$ cat src/rtl/instruction_fetch_if.sv
//------------------------------------------------------------------------------
// instruction_fetch_if : imem read channel plus decoder-side delivery bundle
// Rev 1.0
//------------------------------------------------------------------------------
`default_nettype none

interface instruction_fetch_if;
  logic        imem_req;
  logic [31:0] imem_addr;
  logic        imem_ready;
  logic [31:0] imem_rdata;
  logic        stall;
  logic        redirect;
  logic [31:0] redirect_pc;
  logic [31:0] instr_data;
  logic        instr_en;
  logic [31:0] instr_pc;
  logic        misaligned_fault;

  modport master (
    output imem_req, imem_addr, instr_data, instr_en, instr_pc, misaligned_fault,
    input  imem_ready, imem_rdata, stall, redirect, redirect_pc
  );

  modport slave (
    input  imem_req, imem_addr, instr_data, instr_en, instr_pc, misaligned_fault,
    output imem_ready, imem_rdata, stall, redirect, redirect_pc
  );
endinterface

`default_nettype wire

$ cat src/rtl/instruction_fetch.sv
//------------------------------------------------------------------------------
// instruction_fetch : PC owner, single-outstanding imem reader, decoder feeder
// Rev 1.0
//------------------------------------------------------------------------------
`default_nettype none

module instruction_fetch #(
  parameter logic [31:0] RESET_PC = 32'h0000_0000
) (
  input  wire logic           clk,
  input  wire logic           rst,
  instruction_fetch_if.master bus
);

  typedef enum logic [1:0] {
    FETCH = 2'd0,
    HOLD  = 2'd1,
    DRAIN = 2'd2,
    HALT  = 2'd3
  } state_t;

  state_t      state_q;
  logic [31:0] pc_q;
  logic [31:0] drain_addr_q;
  logic [31:0] hold_data_q;
  logic [31:0] hold_pc_q;
  logic [31:0] instr_data_q;
  logic [31:0] instr_pc_q;
  logic        instr_en_q;
  logic        fault_q;
  logic        redirect_misaligned;

  assign redirect_misaligned = (bus.redirect_pc[1:0] != 2'b00);

  // Request is combinational on state so it drops in the same cycle rst rises.
  assign bus.imem_req  = !rst && ((state_q == FETCH) || (state_q == DRAIN));
  assign bus.imem_addr = (state_q == DRAIN) ? drain_addr_q : pc_q;

  assign bus.instr_data       = instr_data_q;
  assign bus.instr_pc         = instr_pc_q;
  assign bus.instr_en         = instr_en_q;
  assign bus.misaligned_fault = fault_q;

  always_ff @(posedge clk) begin
    if (rst) begin
      state_q      <= FETCH;
      pc_q         <= RESET_PC;
      drain_addr_q <= RESET_PC;
      hold_data_q  <= 32'h0;
      hold_pc_q    <= RESET_PC;
      instr_data_q <= 32'h0;
      instr_pc_q   <= RESET_PC;
      instr_en_q   <= 1'b0;
      fault_q      <= 1'b0;
    end else begin
      instr_en_q <= 1'b0;
      if (state_q != HALT && bus.redirect) begin
        if (redirect_misaligned) begin
          fault_q <= 1'b1;
          state_q <= HALT;
        end else begin
          pc_q <= bus.redirect_pc;
          case (state_q)
            FETCH: begin
              // An unanswered request must still be completed before refetching.
              if (!bus.imem_ready) begin
                drain_addr_q <= pc_q;
                state_q      <= DRAIN;
              end
            end
            HOLD:    state_q <= FETCH;
            default: state_q <= state_q;
          endcase
        end
      end else begin
        case (state_q)
          FETCH: begin
            if (bus.imem_ready) begin
              pc_q <= pc_q + 32'd4;
              if (bus.stall) begin
                hold_data_q <= bus.imem_rdata;
                hold_pc_q   <= pc_q;
                state_q     <= HOLD;
              end else begin
                instr_data_q <= bus.imem_rdata;
                instr_pc_q   <= pc_q;
                instr_en_q   <= 1'b1;
              end
            end
          end
          HOLD: begin
            if (!bus.stall) begin
              instr_data_q <= hold_data_q;
              instr_pc_q   <= hold_pc_q;
              instr_en_q   <= 1'b1;
              state_q      <= FETCH;
            end
          end
          DRAIN: begin
            if (bus.imem_ready) begin
              state_q <= FETCH;
            end
          end
          default: state_q <= HALT;
        endcase
      end
    end
  end

endmodule

`default_nettype wire

$ cat src/flat_wrapper.sv
// flat-port wrapper written by rule: the top's interface ports become plain ports
module instruction_fetch_flat 
#(
  parameter logic [31:0] RESET_PC = 32'h0000_0000
)
  (clk, rst, bus_imem_req, bus_imem_addr, bus_instr_data, bus_instr_en, bus_instr_pc, bus_misaligned_fault, bus_imem_ready, bus_imem_rdata, bus_stall, bus_redirect, bus_redirect_pc);
  instruction_fetch_if bus_i ();
  input  wire logic clk;
  input  wire logic rst;
  output wire logic [$bits(bus_i.imem_req)-1:0] bus_imem_req;
  output wire logic [$bits(bus_i.imem_addr)-1:0] bus_imem_addr;
  output wire logic [$bits(bus_i.instr_data)-1:0] bus_instr_data;
  output wire logic [$bits(bus_i.instr_en)-1:0] bus_instr_en;
  output wire logic [$bits(bus_i.instr_pc)-1:0] bus_instr_pc;
  output wire logic [$bits(bus_i.misaligned_fault)-1:0] bus_misaligned_fault;
  input wire logic [$bits(bus_i.imem_ready)-1:0] bus_imem_ready;
  input wire logic [$bits(bus_i.imem_rdata)-1:0] bus_imem_rdata;
  input wire logic [$bits(bus_i.stall)-1:0] bus_stall;
  input wire logic [$bits(bus_i.redirect)-1:0] bus_redirect;
  input wire logic [$bits(bus_i.redirect_pc)-1:0] bus_redirect_pc;
  assign bus_imem_req = bus_i.imem_req;
  assign bus_imem_addr = bus_i.imem_addr;
  assign bus_instr_data = bus_i.instr_data;
  assign bus_instr_en = bus_i.instr_en;
  assign bus_instr_pc = bus_i.instr_pc;
  assign bus_misaligned_fault = bus_i.misaligned_fault;
  assign bus_i.imem_ready = bus_imem_ready;
  assign bus_i.imem_rdata = bus_imem_rdata;
  assign bus_i.stall = bus_stall;
  assign bus_i.redirect = bus_redirect;
  assign bus_i.redirect_pc = bus_redirect_pc;
  instruction_fetch #(.RESET_PC(RESET_PC)) u_core (.clk(clk), .rst(rst), .bus(bus_i));
endmodule
$ cat config.mk
export PLATFORM = sky130hd
export DESIGN_NAME = instruction_fetch_flat
export DESIGN_NICKNAME = d
export VERILOG_FILES = /design/src/rtl/instruction_fetch_if.sv /design/src/rtl/instruction_fetch.sv /design/src/flat_wrapper.sv
export SDC_FILE = /design/constraint.sdc
export NUM_CORES = 1
export LEC_CHECK = 0
export ABC_AREA = 1
export CORE_ASPECT_RATIO = 0.6
export CORE_MARGIN = 2
export CORE_UTILIZATION = 56
export DETAILED_ROUTE_END_ITERATION = 8
export PLACE_DENSITY = 0.85
export SYNTH_ARGS = -nofsm -noshare
export SYNTH_HDL_FRONTEND = slang
export SYNTH_SLANG_ARGS = --single-unit
$ cat constraint.sdc
create_clock -name clk -period 4.6 [get_ports clk]
set_input_delay 0.46 -clock clk [delete_from_list [all_inputs] [get_ports clk]]
set_output_delay 0.46 -clock clk [all_outputs]
set_load 0.02 [all_outputs]
# After elaboration in Yosys (flattened, before gate mapping)
# Cells that the tools add are included.
classes:
  n_addsub: 1
  n_eq_ne: 13
  n_mux: 25
  n_bitwise: 3
  reduce_logical: 16
ops:
  columns: ["operator", "n"]
  rows:
  - ["$mux W32", 11]
  - ["$pmux W32 S2", 2]
  - ["$add A32 B3 Y32 const B", 1]
  - ["$mux W2", 7]
  - ["$ne A2 B2 Y1 const B", 5]
  - ["$ne A3 B3 Y1 const B", 3]
  - ["$reduce_and A4 Y1", 2]
  - ["$reduce_bool A2 Y1", 4]
  - ["$pmux W2 S3", 1]
  - ["$reduce_and A6 Y1", 1]
  - ["$reduce_and A5 Y1", 1]
  - ["$ne A4 B2 Y1 const B", 1]
  - ["$ne A4 B3 Y1 const B", 1]
  - ["$pmux W2 S2", 1]
  - ["$ne A3 B2 Y1 const B", 1]
  - ["$not A1 Y1", 3]
  - ["$reduce_and A3 Y1", 1]
  - ["$eq A2 B1 Y1 const B", 1]
  - ["$eq A2 B2 Y1 const B", 1]
  - ["$logic_and A1 B1 Y1", 2]
  - ["$logic_not A2 Y1", 1]
  - ["$mux W1", 2]
  - ["$pmux W1 S2", 1]
  - ["$reduce_and A2 Y1", 1]
  - ["other kinds (3)", 3]
totals:
  regBits: 196
  input_bits: 69
  output_inout_bits: 99

# Longest topological paths before layout
logic_depth:
  ltp_word: 4
  depth_mapped: 11

# Worst setup path before layout
# Ideal clock, no wire load.
synth_timing:
  path_type: "register to output"
  from: "register u_core.state_q[0]"
  to: "output port bus_imem_addr[21]"
  arrival_ns: 1.480
  t_required_ns: 4.140
  slack_ns: 2.660
  stages_incl_launch_ff: 6
  cell_sequence: "dfxtp_1 inv_1 ha_1 clkbuf_1 clkbuf_1 o21ai_0"
synth_between:
  elab_chain_cells: 2
synth_rtl:
  columns: ["item", "line", "rtl"]
  rows:
  - ["from (decl)", "instruction_fetch.sv:22", "state_t state_q;"]
  - ["from (signal assigned)", "instruction_fetch.sv:72", "default: state_q <= state_q;"]
  - ["$eq A2 B2 Y1", "instruction_fetch.sv:37", "assign bus.imem_addr = (state_q == DRAIN) ? drain_addr_q : pc_q;"]
  - ["$mux W32", "instruction_fetch.sv:37", null]
  - ["to (decl)", "flat_wrapper.sv:11", "output wire logic [$bits(bus_i.imem_addr)-1:0] bus_imem_addr;"]
# No other way between the ends.

# Final worst setup path
layout_timing:
  from: "register u_core.state_q[0]"
  to: "output port bus_imem_addr[22]"
# The elaborated chain is that of the path after synthesis.

==> impl_metrics.env <==
export IMPL_timing_final_setup_violations=0
export IMPL_hpwl_um=17080
export IMPL_worstPathMaxFanout=65
export IMPL_global_route_usage_total=0.2950
export IMPL_synth_largest_area_cell="sky130_fd_sc_hd__dfxtp_1"
export IMPL_critical_path_n_buffers_inverters=2
export IMPL_critical_path_reg2reg_startpoint="u_core.state_q[0]"
export IMPL_grt_max_degree=100
export IMPL_ant_nets=0
export IMPL_post_route_period_util=0.7208
export IMPL_die_height_um=101.5
export IMPL_cellPowerDensity_nw_per_um2=416.1
export IMPL_numClockSinks=196
export IMPL_global_route_wire_length_before_repair_um=40100
export IMPL_place_area_um2=10480
export IMPL_r2r_worst_path_cells=8
export IMPL_switching_share=0.3421
export IMPL_sequentialPowerShare=0.430
export IMPL_peak_supply_drop_v=0.0002820
export IMPL_placement_io_buffers=167
export IMPL_min_period_ns=3.315
export IMPL_max_cap_violations=0
export IMPL_detailedRoute_firstPassIterationCount=6
export IMPL_hold_path_startpoint="u_core.drain_addr_q[27]"
export IMPL_unrepaired_setup_endpoints_after_global_routing="no"
export IMPL_yosysUniqueCellTypes=29
export IMPL_worst_hold_path_endpoint="u_core.drain_addr_q[27]"
export IMPL_critical_path_reg2reg_endpoint="u_core.hold_pc_q[19]"
export IMPL_max_stage_delay_ns=0.89
export IMPL_number_of_nets_in_the_final_layout=1486
export IMPL_route_detailed_drc=0
export IMPL_antenna_violations_before_repair=0
export IMPL_post_cts_setup_buffer_count=0
export IMPL_post_route_cells_drive_above_1_share=0.04498
export IMPL_n_fill_cell=1248
export IMPL_std_cell_rows=35
export IMPL_ys_warn_count=0
export IMPL_num_vias=9068
export IMPL_antennaDiodeCount=0
export IMPL_area_of_the_die_um2=16890
export IMPL_clock_power_share=0.328
export IMPL_critical_path_endpoint_type="output pin"
export IMPL_area_of_the_core_um2=15410
export IMPL_stdcell_area_um2=11080
export IMPL_timing_final_hold_violations=0
export IMPL_fmax_mhz=301.6
export IMPL_setup_reg_to_reg_worst_slack_ns=1.78
export IMPL_p_leak_nw=4.029
export IMPL_routedWlPerCell_um=15.65
export IMPL_cellInternalPower_mw=3.032
export IMPL_cts_tree="yes"
export IMPL_grt_pass1_vias=7706
export IMPL_pin_count=168
export IMPL_cts_buffer_count=17
export IMPL_status="complete, no violations"
export IMPL_path_clk_slew_ns=0.08
export IMPL_min_path_type="register to register"
export IMPL_vias_per_cell=5.577
export IMPL_syn_avg_cell_area_um2=6.798
export IMPL_globalplace_congestion=0.9587
export IMPL_detailedRoute_firstIterationViolations=1112
export IMPL_synth_area_um2=8865
export IMPL_cts_path_max_buffers=2
export IMPL_postSynthCellCount=1304
export IMPL_finalSetupTns_ns=0
export IMPL_worst_path_max_delay_cell="sky130_fd_sc_hd__ha_2"
export IMPL_hold_worst_slack_ns=0.4466
export IMPL_critical_path_required_ns=4.14
export IMPL_relSlewSlack=0.2351
export IMPL_clk_insertion_delay_late_ns=0.44
export IMPL_path_class="register to output pin"
export IMPL_final_max_slew_violation_count=0
export IMPL_power_share_combinational=0.242
export IMPL_cp_start_kind="register"
export IMPL_category_of_cells_accounting_for_the_largest_share_of_critical_path_delay="adder cells"
export IMPL_clock_root_buffer="sky130_fd_sc_hd__clkbuf_16"
export IMPL_crit_arrival_ns=2.86
export IMPL_skew_ns=0.01200
export IMPL_post_synth_top_area_fraction=0.4426
export IMPL_register_area_um2=3924
export IMPL_multi_input_comb_area_um2=4250
export IMPL_hold_fix_buffer_count_after_cts=0
export IMPL_post_cts_resized=0
export IMPL_wl_um=25440
export IMPL_crit_path_cell_trace="inv_1 -> ha_2 -> o21ai_0 -> clkdlybuf4s50_1"
export IMPL_ctsHtreeMaxLevel=4
export IMPL_die_w_um=166.4
export IMPL_layout_area_overhead_vs_synth_pct=24.94
export IMPL_start_util=0.5751
export IMPL_synthesis_nets=1379
export IMPL_global_route_overflow=0
export IMPL_cell_depth_of_the_worst_hold_path=2
export IMPL_ys_ff_latch=196
export IMPL_seq_area_frac_synth=0.4426
export IMPL_synth_area_top_cells="sky130_fd_sc_hd__dfxtp_1 44%, sky130_fd_sc_hd__o21ai_0 13%, sky130_fd_sc_hd__nand2_1 10%"
export IMPL_net_switching_power_mw=1.577
export IMPL_timing_worst_slew_pin_value_ns=1.146
[per-layer routing]
layer | up-vias | wire length (µm) | track usage
li1 | 4462 | - | -
met1 | 4066 | 12250 | 0.4568
met2 | 493 | 10120 | 0.4097
met3 | 47 | 2604 | 0.05940
met4 | 0 | 473 | 0.08687
met5 | - | 0 | 0
[tightest hold or removal path: cells and delay by family, from the launching register on]
family / cells / cell delay (ns)
AO/OA/AOI/OAI: 1 / 0.05
buffers and inverters: 1 / 0.05
flip-flops: 1 / 0.31
[cells in the mapped netlist]
master                      count
sky130_fd_sc_hd__nand3_1       33
sky130_fd_sc_hd__ha_1           6
sky130_fd_sc_hd__and2_1         1
sky130_fd_sc_hd__nor2_1       220
sky130_fd_sc_hd__buf_6          1
sky130_fd_sc_hd__o21ai_0      223
sky130_fd_sc_hd__buf_1          3
sky130_fd_sc_hd__nor2_4         5
sky130_fd_sc_hd__a221oi_1       1
sky130_fd_sc_hd__inv_1         81
sky130_fd_sc_hd__nand2_1      243
sky130_fd_sc_hd__nand2_2        4
sky130_fd_sc_hd__clkbuf_1      43
sky130_fd_sc_hd__o22ai_1        2
sky130_fd_sc_hd__a21oi_1      162
sky130_fd_sc_hd__nor2_2         4
sky130_fd_sc_hd__o211ai_1       1
sky130_fd_sc_hd__o2111ai_2      1
sky130_fd_sc_hd__o21ai_1       21
sky130_fd_sc_hd__buf_4          3
sky130_fd_sc_hd__a2111oi_0      1
sky130_fd_sc_hd__nand3_4        1
sky130_fd_sc_hd__nor3_1         2
sky130_fd_sc_hd__buf_2         34
sky130_fd_sc_hd__xor2_1         1
sky130_fd_sc_hd__a31oi_1        2
sky130_fd_sc_hd__dfxtp_1      196
sky130_fd_sc_hd__clkbuf_2       2
sky130_fd_sc_hd__inv_2          7
[metrics by stage]
step / power [mW] / worst slack, ns / utilization / std cells
2_1_floorplan: 2.668 / 2.660 / - / 1304
3_3_place_gp: 3.079 / 1.760 / 0.6798 / 1595
3_5_place_dp: 3.108 / 1.700 / 0.6798 / 1595
4_1_cts: 4.588 / 1.330 / 0.7185 / 1626
5_1_grt: 4.800 / 1.111 / 0.7185 / 1626
6_report: 4.609 / 1.285 / 0.7185 / 1626
[cells by family after synthesis]
logic type | Yosys count | synth area share
AND/OR/NAND/NOR | 513 | 0.2305
AO/OA/AOI/OAI | 414 | 0.2366
flip-flops | 196 | 0.4426
buffers and inverters | 174 | 0.08087
adder cells (fa/ha/maj) | 6 | 0.008468
XOR/XNOR | 1 | 0.0009882
[worst max-delay path by stage]
stage,start,endpoint,slack [ns],cells past startpoint
after detailed placement,bus_redirect,u_core.pc_q[23],1.70,8
final,u_core.state_q[0],bus_imem_addr[22],1.28,4
after CTS,u_core.state_q[0],bus_imem_addr[25],1.33,4
after floorplan,u_core.state_q[0],bus_imem_addr[21],2.66,5
after global routing,u_core.state_q[0],bus_imem_req,1.11,5
after global placement,bus_redirect,u_core.bus.instr_pc[1],1.76,7
[area by class of cell]
class | count | area share
flip-flops and latches | 196 | 0.3543
multi-input cells | 934 | 0.3838
clock inverters | 14 | 0.01548
inverters | 88 | 0.02994
repair buffers | 174 | 0.1552
well taps | 203 | 0.02293
clock buffers | 17 | 0.03841
[registers in the layout, summed over array words and instances, names as in the netlist]
name,flops
u_core.hold_data_q,32
u_core.bus.misaligned_fault,1
u_core.bus.instr_data,32
u_core.pc_q,32
u_core.bus.instr_en,1
u_core.state_q,2
u_core.drain_addr_q,32
u_core.hold_pc_q,32
u_core.bus.instr_pc,32
[cell usage in the layout (no fill, tap or decap), types with 3 or more instances in the layout]
cell type / count
sky130_fd_sc_hd__nand2_1: 243
sky130_fd_sc_hd__o21ai_0: 223
sky130_fd_sc_hd__nor2_1: 220
sky130_fd_sc_hd__dfxtp_1: 196
sky130_fd_sc_hd__clkdlybuf4s50_1: 166
sky130_fd_sc_hd__a21oi_1: 162
sky130_fd_sc_hd__inv_1: 80
sky130_fd_sc_hd__nand3_1: 33
sky130_fd_sc_hd__o21ai_1: 21
sky130_fd_sc_hd__clkbuf_16: 17
sky130_fd_sc_hd__inv_2: 7
sky130_fd_sc_hd__buf_4: 7
sky130_fd_sc_hd__nor2_4: 5
sky130_fd_sc_hd__inv_8: 5
sky130_fd_sc_hd__nand2_2: 4
sky130_fd_sc_hd__nor2_2: 4
sky130_fd_sc_hd__ha_1: 4
sky130_fd_sc_hd__clkinvlp_4: 3
sky130_fd_sc_hd__clkinv_8: 3
[power groups by stage]
stage               clock [mW]  combinational, mW  sequential (mW)
CTS                       1.51               1.11             1.97
global route              1.58               1.22             2.00
global placement             0               1.07             2.00
detailed placement           0               1.10             2.01
floorplan                    0              0.620             2.05
finish                    1.51               1.12             1.98
Power figures use the tool's default switching activity.
